==> src/rtl/vga_timing_gen.sv <==
// VGA raster timing generator: pixel/line counters with registered sync,
// blank and end-of-line/frame strobes decoded from the next counter state.
module vga_timing_gen #(
  parameter int H_ACTIVE = 640,
  parameter int H_FP     = 16,
  parameter int H_SYNC   = 96,
  parameter int H_BP     = 48,
  parameter int V_ACTIVE = 480,
  parameter int V_FP     = 10,
  parameter int V_SYNC   = 2,
  parameter int V_BP     = 33
) (
  input  logic        vga_clk,
  input  logic        reset,
  input  logic        ce,
  output logic [9:0]  DrawX,
  output logic [9:0]  DrawY,
  output logic        hs,
  output logic        vs,
  output logic        blank,
  output logic        line_end,
  output logic        frame_end,
  output logic [15:0] frame_count
);

  localparam int H_TOTAL = H_ACTIVE + H_FP + H_SYNC + H_BP;
  localparam int V_TOTAL = V_ACTIVE + V_FP + V_SYNC + V_BP;

  localparam logic [9:0] C_H_LAST  = 10'(H_TOTAL - 1);
  localparam logic [9:0] C_V_LAST  = 10'(V_TOTAL - 1);
  localparam logic [9:0] C_H_ACT   = 10'(H_ACTIVE);
  localparam logic [9:0] C_V_ACT   = 10'(V_ACTIVE);
  localparam logic [9:0] C_HS_BEG  = 10'(H_ACTIVE + H_FP);
  localparam logic [9:0] C_HS_END  = 10'(H_ACTIVE + H_FP + H_SYNC);
  localparam logic [9:0] C_VS_BEG  = 10'(V_ACTIVE + V_FP);
  localparam logic [9:0] C_VS_END  = 10'(V_ACTIVE + V_FP + V_SYNC);

  logic [9:0]  r_x;
  logic [9:0]  r_y;
  logic        r_hs;
  logic        r_vs;
  logic        r_blank;
  logic        r_line_end;
  logic        r_frame_end;
  logic [15:0] r_frame_count;

  logic        w_x_last;
  logic        w_y_last;
  logic [9:0]  w_x_next;
  logic [9:0]  w_y_next;

  assign w_x_last = (r_x == C_H_LAST);
  assign w_y_last = (r_y == C_V_LAST);

  always_comb begin
    w_x_next = r_x + 10'd1;
    w_y_next = r_y;
    if (w_x_last) begin
      w_x_next = 10'd0;
      w_y_next = w_y_last ? 10'd0 : r_y + 10'd1;
    end
  end

  // Strobes are decoded from the upcoming position so they land with it.
  always_ff @(posedge vga_clk or posedge reset) begin
    if (reset) begin
      r_x           <= 10'd0;
      r_y           <= 10'd0;
      r_hs          <= 1'b1;
      r_vs          <= 1'b1;
      r_blank       <= 1'b1;
      r_line_end    <= 1'b0;
      r_frame_end   <= 1'b0;
      r_frame_count <= 16'd0;
    end else if (ce) begin
      r_x         <= w_x_next;
      r_y         <= w_y_next;
      r_hs        <= !((w_x_next >= C_HS_BEG) && (w_x_next < C_HS_END));
      r_vs        <= !((w_y_next >= C_VS_BEG) && (w_y_next < C_VS_END));
      r_blank     <= (w_x_next < C_H_ACT) && (w_y_next < C_V_ACT);
      r_line_end  <= (w_x_next == C_H_LAST);
      r_frame_end <= (w_x_next == C_H_LAST) && (w_y_next == C_V_LAST);
      if (w_x_last && w_y_last) begin
        r_frame_count <= r_frame_count + 16'd1;
      end
    end
  end

  assign DrawX       = r_x;
  assign DrawY       = r_y;
  assign hs          = r_hs;
  assign vs          = r_vs;
  assign blank       = r_blank;
  assign line_end    = r_line_end;
  assign frame_end   = r_frame_end;
  assign frame_count = r_frame_count;

endmodule

==> config.mk <==
export PLATFORM = sky130hd
export DESIGN_NAME = vga_timing_gen
export DESIGN_NICKNAME = d
export VERILOG_FILES = /design/src/rtl/vga_timing_gen.sv
export SDC_FILE = /design/constraint.sdc
export NUM_CORES = 1
export LEC_CHECK = 0
export ABC_CLOCK_PERIOD_IN_PS = 2200
export CELL_PAD_IN_SITES_DETAIL_PLACEMENT = 0
export CELL_PAD_IN_SITES_GLOBAL_PLACEMENT = 1
export CORE_MARGIN = 2
export CORE_UTILIZATION = 35
export CTS_CLUSTER_DIAMETER = 50
export DETAILED_ROUTE_END_ITERATION = 10
export GPL_ROUTABILITY_DRIVEN = 0
export PLACE_DENSITY = 0.81
export SLEW_MARGIN = 10
export SYNTH_ARGS = -nofsm -noshare
export SYNTH_HDL_FRONTEND = slang
export SYNTH_SLANG_ARGS = --single-unit
==> constraint.sdc <==
create_clock -name vga_clk -period 2.2 [get_ports vga_clk]
set_input_delay 0.33 -clock vga_clk [delete_from_list [all_inputs] [get_ports vga_clk]]
set_output_delay 0.33 -clock vga_clk [all_outputs]
set_load 0.05 [all_outputs]
# Word level (Yosys, flattened, before mapping)
# Cells that the tools add are included.
[op_classes]
add_sub_neg = 3
mux = 3
eq_ne = 4
magnitude_cmp = 6
n_reduce_logical = 8
[op_table]
columns = ["cell", "n"]
rows = [
  ["10-bit == test (second input constant)", 4],
  ["10-bit two-way mux", 3],
  ["10-bit by 1-bit adder with 10-bit output (second input constant)", 2],
  ["10-bit less-than comparator (second input constant)", 2],
  ["10-bit by 9-bit less-than comparator with 1-bit output (second input constant)", 2],
  ["16-bit by 1-bit adder with 16-bit output (second input constant)", 1],
  ["10-bit >= comparator (second input constant)", 1],
  ["10-bit by 9-bit >= comparator with 1-bit output (second input constant)", 1],
  ["1-bit logical AND", 5],
  ["1-bit logical NOT", 2],
  ["2-bit AND reduction", 1],
]
[word_totals]
register_bits = 41
in_bits = 3
word_cells = 32
output_inout_bits = 41

# Longest topological paths before layout
# Gate-level depths: netlist of run 1.
[depth]
depth_word = 6
mapped_depth = 8
ltp_nobuf = 8

# Worst setup path before layout of run 1
# Ideal clock, no wire load.
[synth_path]
path_type = "register to register"
startpoint = "register r_x[1], in the netlist DrawX[1]"
endpoint = "register r_vs, in the netlist vs"
path_buffers = 1
t_arrival_ps = 2698
slack_ps = -582
synth_period_minus_slack_ps = 2782
required_time_ps = 2117
setup_ps = 83
stages_incl_launch_ff = 9
path_cell_list = "dfrtp_1 -> ha_1 -> nand4_1 -> or3_1 -> buf_6 -> nor3_4 -> mux2i_1 -> nand4_1 -> o32a_1"
[synth_between]
elab_chain_len = 5
elab_cells_between_ends = 6
[synth_lines]
columns = ["item", "line_no", "source"]
rows = [
  ["start: declaration", "38", "logic [9:0] r_x;"],
  ["start signal: assignment", "76", "r_x <= w_x_next;"],
  ["10-bit == test *", "52", "assign w_x_last = (r_x == C_H_LAST);"],
  ["10-bit two-way mux *", "58", "if (w_x_last) begin"],
  ["10-bit by 9-bit >= comparator with 1-bit output / 10-bit by 9-bit less-than comparator with 1-bit output (equally long branches)", "79", "r_vs <= !((w_y_next >= C_VS_BEG) && (w_y_next < C_VS_END));"],
  ["1-bit logical AND *", "79", ""],
  ["1-bit logical NOT *", "79", ""],
  ["end signal: assignment", "79", ""],
  ["end: declaration", "41", "logic r_vs;"],
]
# Every way passes the cells marked *; elsewhere a longest branch is shown, timed or not.
# A chain may end at the register's enable or synchronous reset.

# Worst setup path in the final report of run 1
[layout_path]
startpoint = "register r_y[0], in the netlist DrawY[0]"
endpoint = "register r_frame_count[13], in the netlist frame_count[13]"
[layout_between]
elab_chain_len = 3
[layout_lines]
columns = ["item", "line_no", "source"]
rows = [
  ["start: declaration", "39", "logic [9:0] r_y;"],
  ["start signal: assignment", "77", "r_y <= w_y_next;"],
  ["10-bit == test", "53", "assign w_y_last = (r_y == C_V_LAST);"],
  ["1-bit logical AND", "83", "if (w_x_last && w_y_last) begin"],
  ["2-bit AND reduction (no line)", "-", ""],
  ["end signal: assignment", "84", "r_frame_count <= r_frame_count + 16'd1;"],
  ["end: declaration", "45", "logic [15:0] r_frame_count;"],
]
# Every way passes these cells.

==> results.json, run 1 <==
{
  "p_leak_nw": 1.50,
  "synthAdderAreaFrac_pct": 2.54,
  "nFillCells": 646,
  "io_buffers": 43,
  "slowest_stage": "or4b_4",
  "hold_buffers": 0,
  "yosysTopAreaCellShare_pct": 38.6,
  "synthDistinctLibCells": 54,
  "crit_required_ns": 2.42,
  "cts_max_level": 2,
  "final.min_clock_period_ns": 2.10,
  "grt_pass1_wl_um": 11200,
  "synth-simple-area-share_pct": 25.2,
  "cts_tree": "built",
  "finalClockSkew_ns": 0.00761,
  "antenna_found_initial": 0,
  "viasPerCell": 5.14,
  "synth_nets": 276,
  "cts_inserted_buffers": 5,
  "drc": 0,
  "nets": 358,
  "synth_area_sq_mm": 0.00246,
  "synthMuxAreaShare_pct": 2.18,
  "die_area_sq_mm": 0.00773,
  "dr.pass1.iters": 4,
  "root_buffer": "clkbuf_8",
  "synth_compound_area_share_pct": 14.2,
  "placed_cell_area_sq_mm": 0.00330,
  "pin_count": 44,
  "die_x_um": 87.9,
  "cts.sinks": 41,
  "vdd_ir_drop_max_mv": 0.389,
  "synth_xor_area_share_pct": 10.3,
  "ant_nets": 0,
  "synth_seq_cells": 41,
  "crit_chain": "inv_1 > ha_1 > or4b_4 > nor3_4 > buf_6 > nand3_4 > nor2_2 > and3_1 > xor2_1",
  "clock_latency_ns": 0.29,
  "fmax_mhz": 476,
  "core_sq_mm": 0.00679,
  "clk_pin_slew_ns": 0.09,
  "syn_inst": 268,
  "num_antenna_cells": 0,
  "grt_pass1_vias": 2297,
  "routed-via-count": 2299,
  "p_per_area_mw_per_mm2": 680,
  "grt_max_degree": 20,
  "crit_path_start_kind": "register",
  "syn_to_final_growth_pct": 42.7,
  "period_share_pct": 95.4,
  "setup_viol": 0,
  "crit_type": "reg2reg",
  "place_hpwl_um": 4840,
  "gr-usage-all-layers_pct": 18.3,
  "critPathBufInv": 2,
  "syn_area_per_cell_sq_um": 9.19,
  "cap_viol_max_count": 0,
  "tightest_slew_ns": 0.584,
  "wl_um": 6430,
  "grt_overflow": 0,
  "synth.largest_area_cell": "dfrtp_1",
  "synthFlopType": "dfrtp_1",
  "final_max_slew_viol_count": 0,
  "slew_headroom_pct": 61.0,
  "hold_path_class": "in2async",
  "yosys-top-cells-area": "dfrtp_1, xnor2_1, nand2_1, nand3_1, xor2_1",
  "setup-tns-final_ns": 0,
  "rows": 30,
  "final_cell_mix": "clkdlybuf4s50_1, buf_4, nand2_1",
  "status": "complete, no violations",
  "arrival_ns": 2.32,
  "post_drt_wl_per_cell_um": 14.4,
  "synthArstFlopShare_pct": 100,
  "die_h_um": 87.9,
  "seq_area_frac_synth_pct": 41.8,
  "max_stage_delay_ns": 0.48,
  "initialDrtViolationCount": 113,
  "yosysWarnings": 0,
  "synth_enable_flop_cells": 0,
  "hold_viol": 0,
  "synth_top_family_by_area": "simple AND/OR/NAND/NOR gates",
  "drive_gt1_share_pct": 26.5,
  "initial_core_util_pct": 36.3,
  "fin_area_sq_mm": 0.00352,
  "cp-end-kind": "register",
  "cpLargestDelayFamily": "simple AND/OR/NAND/NOR gates",
  "cp_max_fo": 6,
  "clock_path_buffers": 2,
  "rsz0062_at_grt": "yes"
}
[state kept, by name, summed over array words and instances (netlist names)]
| signal | flops |
|---|---|
| frame_count | 16 |
| frame_end | 1 |
| hs | 1 |
| blank | 1 |
| vs | 1 |
| DrawY | 10 |
| DrawX | 10 |
| line_end | 1 |
[Yosys cell counts, types with 2 or more instances]
library cell  count
a21o_1            2
or3_1             3
o32ai_1           2
o21ai_0          16
nor3_4            2
nor2b_1           4
nand4_1           7
nor2_1           20
xnor2_1          17
o31ai_1           7
nor3_1            5
ha_1              5
nand2_1          28
inv_1             7
and2_1            2
clkbuf_1          7
a31oi_1           2
dfrtp_1          38
dfstp_2           3
a32o_1            2
and3_1            8
buf_2             5
nor4_1            3
mux2_2            3
a211oi_1          2
nand3_1          21
a21oi_1           6
mux2i_1           2
xor2_1           10
nand2b_1          5
[per-layer routing]
| layer | vias to the layer above | track usage (%) | part of all wire, % |
|---|---|---|---|
| met4 | 0 | 4.06 | 0.93 |
| met5 | - | 0 | 0 |
| met1 | 1113 | 25.9 | 49 |
| li1 | 1121 | - | - |
| met2 | 59 | 28.9 | 46 |
| met3 | 6 | 3.86 | 4.8 |
[power by group]
group	internal (mW)	leakage (nW)	switching, mW
registers	0.822	0.527	0.0399
logic	0.301	0.901	0.502
clock network	0.451	0.0681	0.276
total	1.57	1.50	0.818
[metrics by stage]
step	instances	utilization [%]	hold WS [ns]	setup WS, ns	total power, mW
floorplan	268	-	0.557	-0.225	1.39
global placement	436	48.6	0.462	0.000224	1.67
detailed placement	436	48.6	0.482	-0.0286	1.68
CTS	444	50.6	0.392	0.00712	2.42
global route	447	51.7	0.441	-0.0244	2.50
finish	447	51.7	0.389	0.101	2.39
[kinds of logic (layout without fill, tap and decap cells)]
group           after synthesis  count (layout)
mux                           5               5
buf+inv                      21             104
xor+xnor                     28              28
flops                        41              41
compound gates               51              51
fa+ha+maj                     5               5
simple gates                117             117
[final timing paths]
kind	start	to	slack [ns]	depth (start not counted)
worst max-delay path	DrawY[0]	frame_count[13]	0.10	9
worst min-delay path	reset	DrawY[3]	0.39	2
worst max register to register	DrawY[0]	frame_count[13]	0.10	9
worst min register to register	line_end	line_end	0.50	1
max in group asynchronous	reset	blank	1.15	3
min in group vga_clk	line_end	line_end	0.50	1
[repair_timing]
action | CTS | global route
hold endpoints to repair | 0 | 0
endpoints found under the setup margin | 1 | 16
pin swaps | 0 | 6
setup buffers | 0 | 3
resized for setup | 1 | 13
[area by class of cell]
cell class / count / area [sq um] / share of cell area (%)
inverters: 8 / 30.0 / 0.854
flip-flops and latches: 41 / 1040 / 29.7
clock buffers: 5 / 68.8 / 1.96
multi-input cells: 206 / 1410 / 40.1
repair buffers: 88 / 776 / 22.1
clock inverters: 3 / 65.1 / 1.85
well taps: 96 / 120 / 3.42
Note: power is estimated with default switching activity, not from simulation.
==> run 2: changes to the inputs <==
--- a/config.mk
+++ b/config.mk
@@ -11,6 +11,7 @@
 export CORE_MARGIN = 2
 export CORE_UTILIZATION = 35
 export CTS_CLUSTER_DIAMETER = 50
+export CTS_CLUSTER_SIZE = 24
 export DETAILED_ROUTE_END_ITERATION = 10
 export GPL_ROUTABILITY_DRIVEN = 0
 export PLACE_DENSITY = 0.81
==> results of run 2 <==
The final DEF is identical to that of run 1; final timing and power are the same.
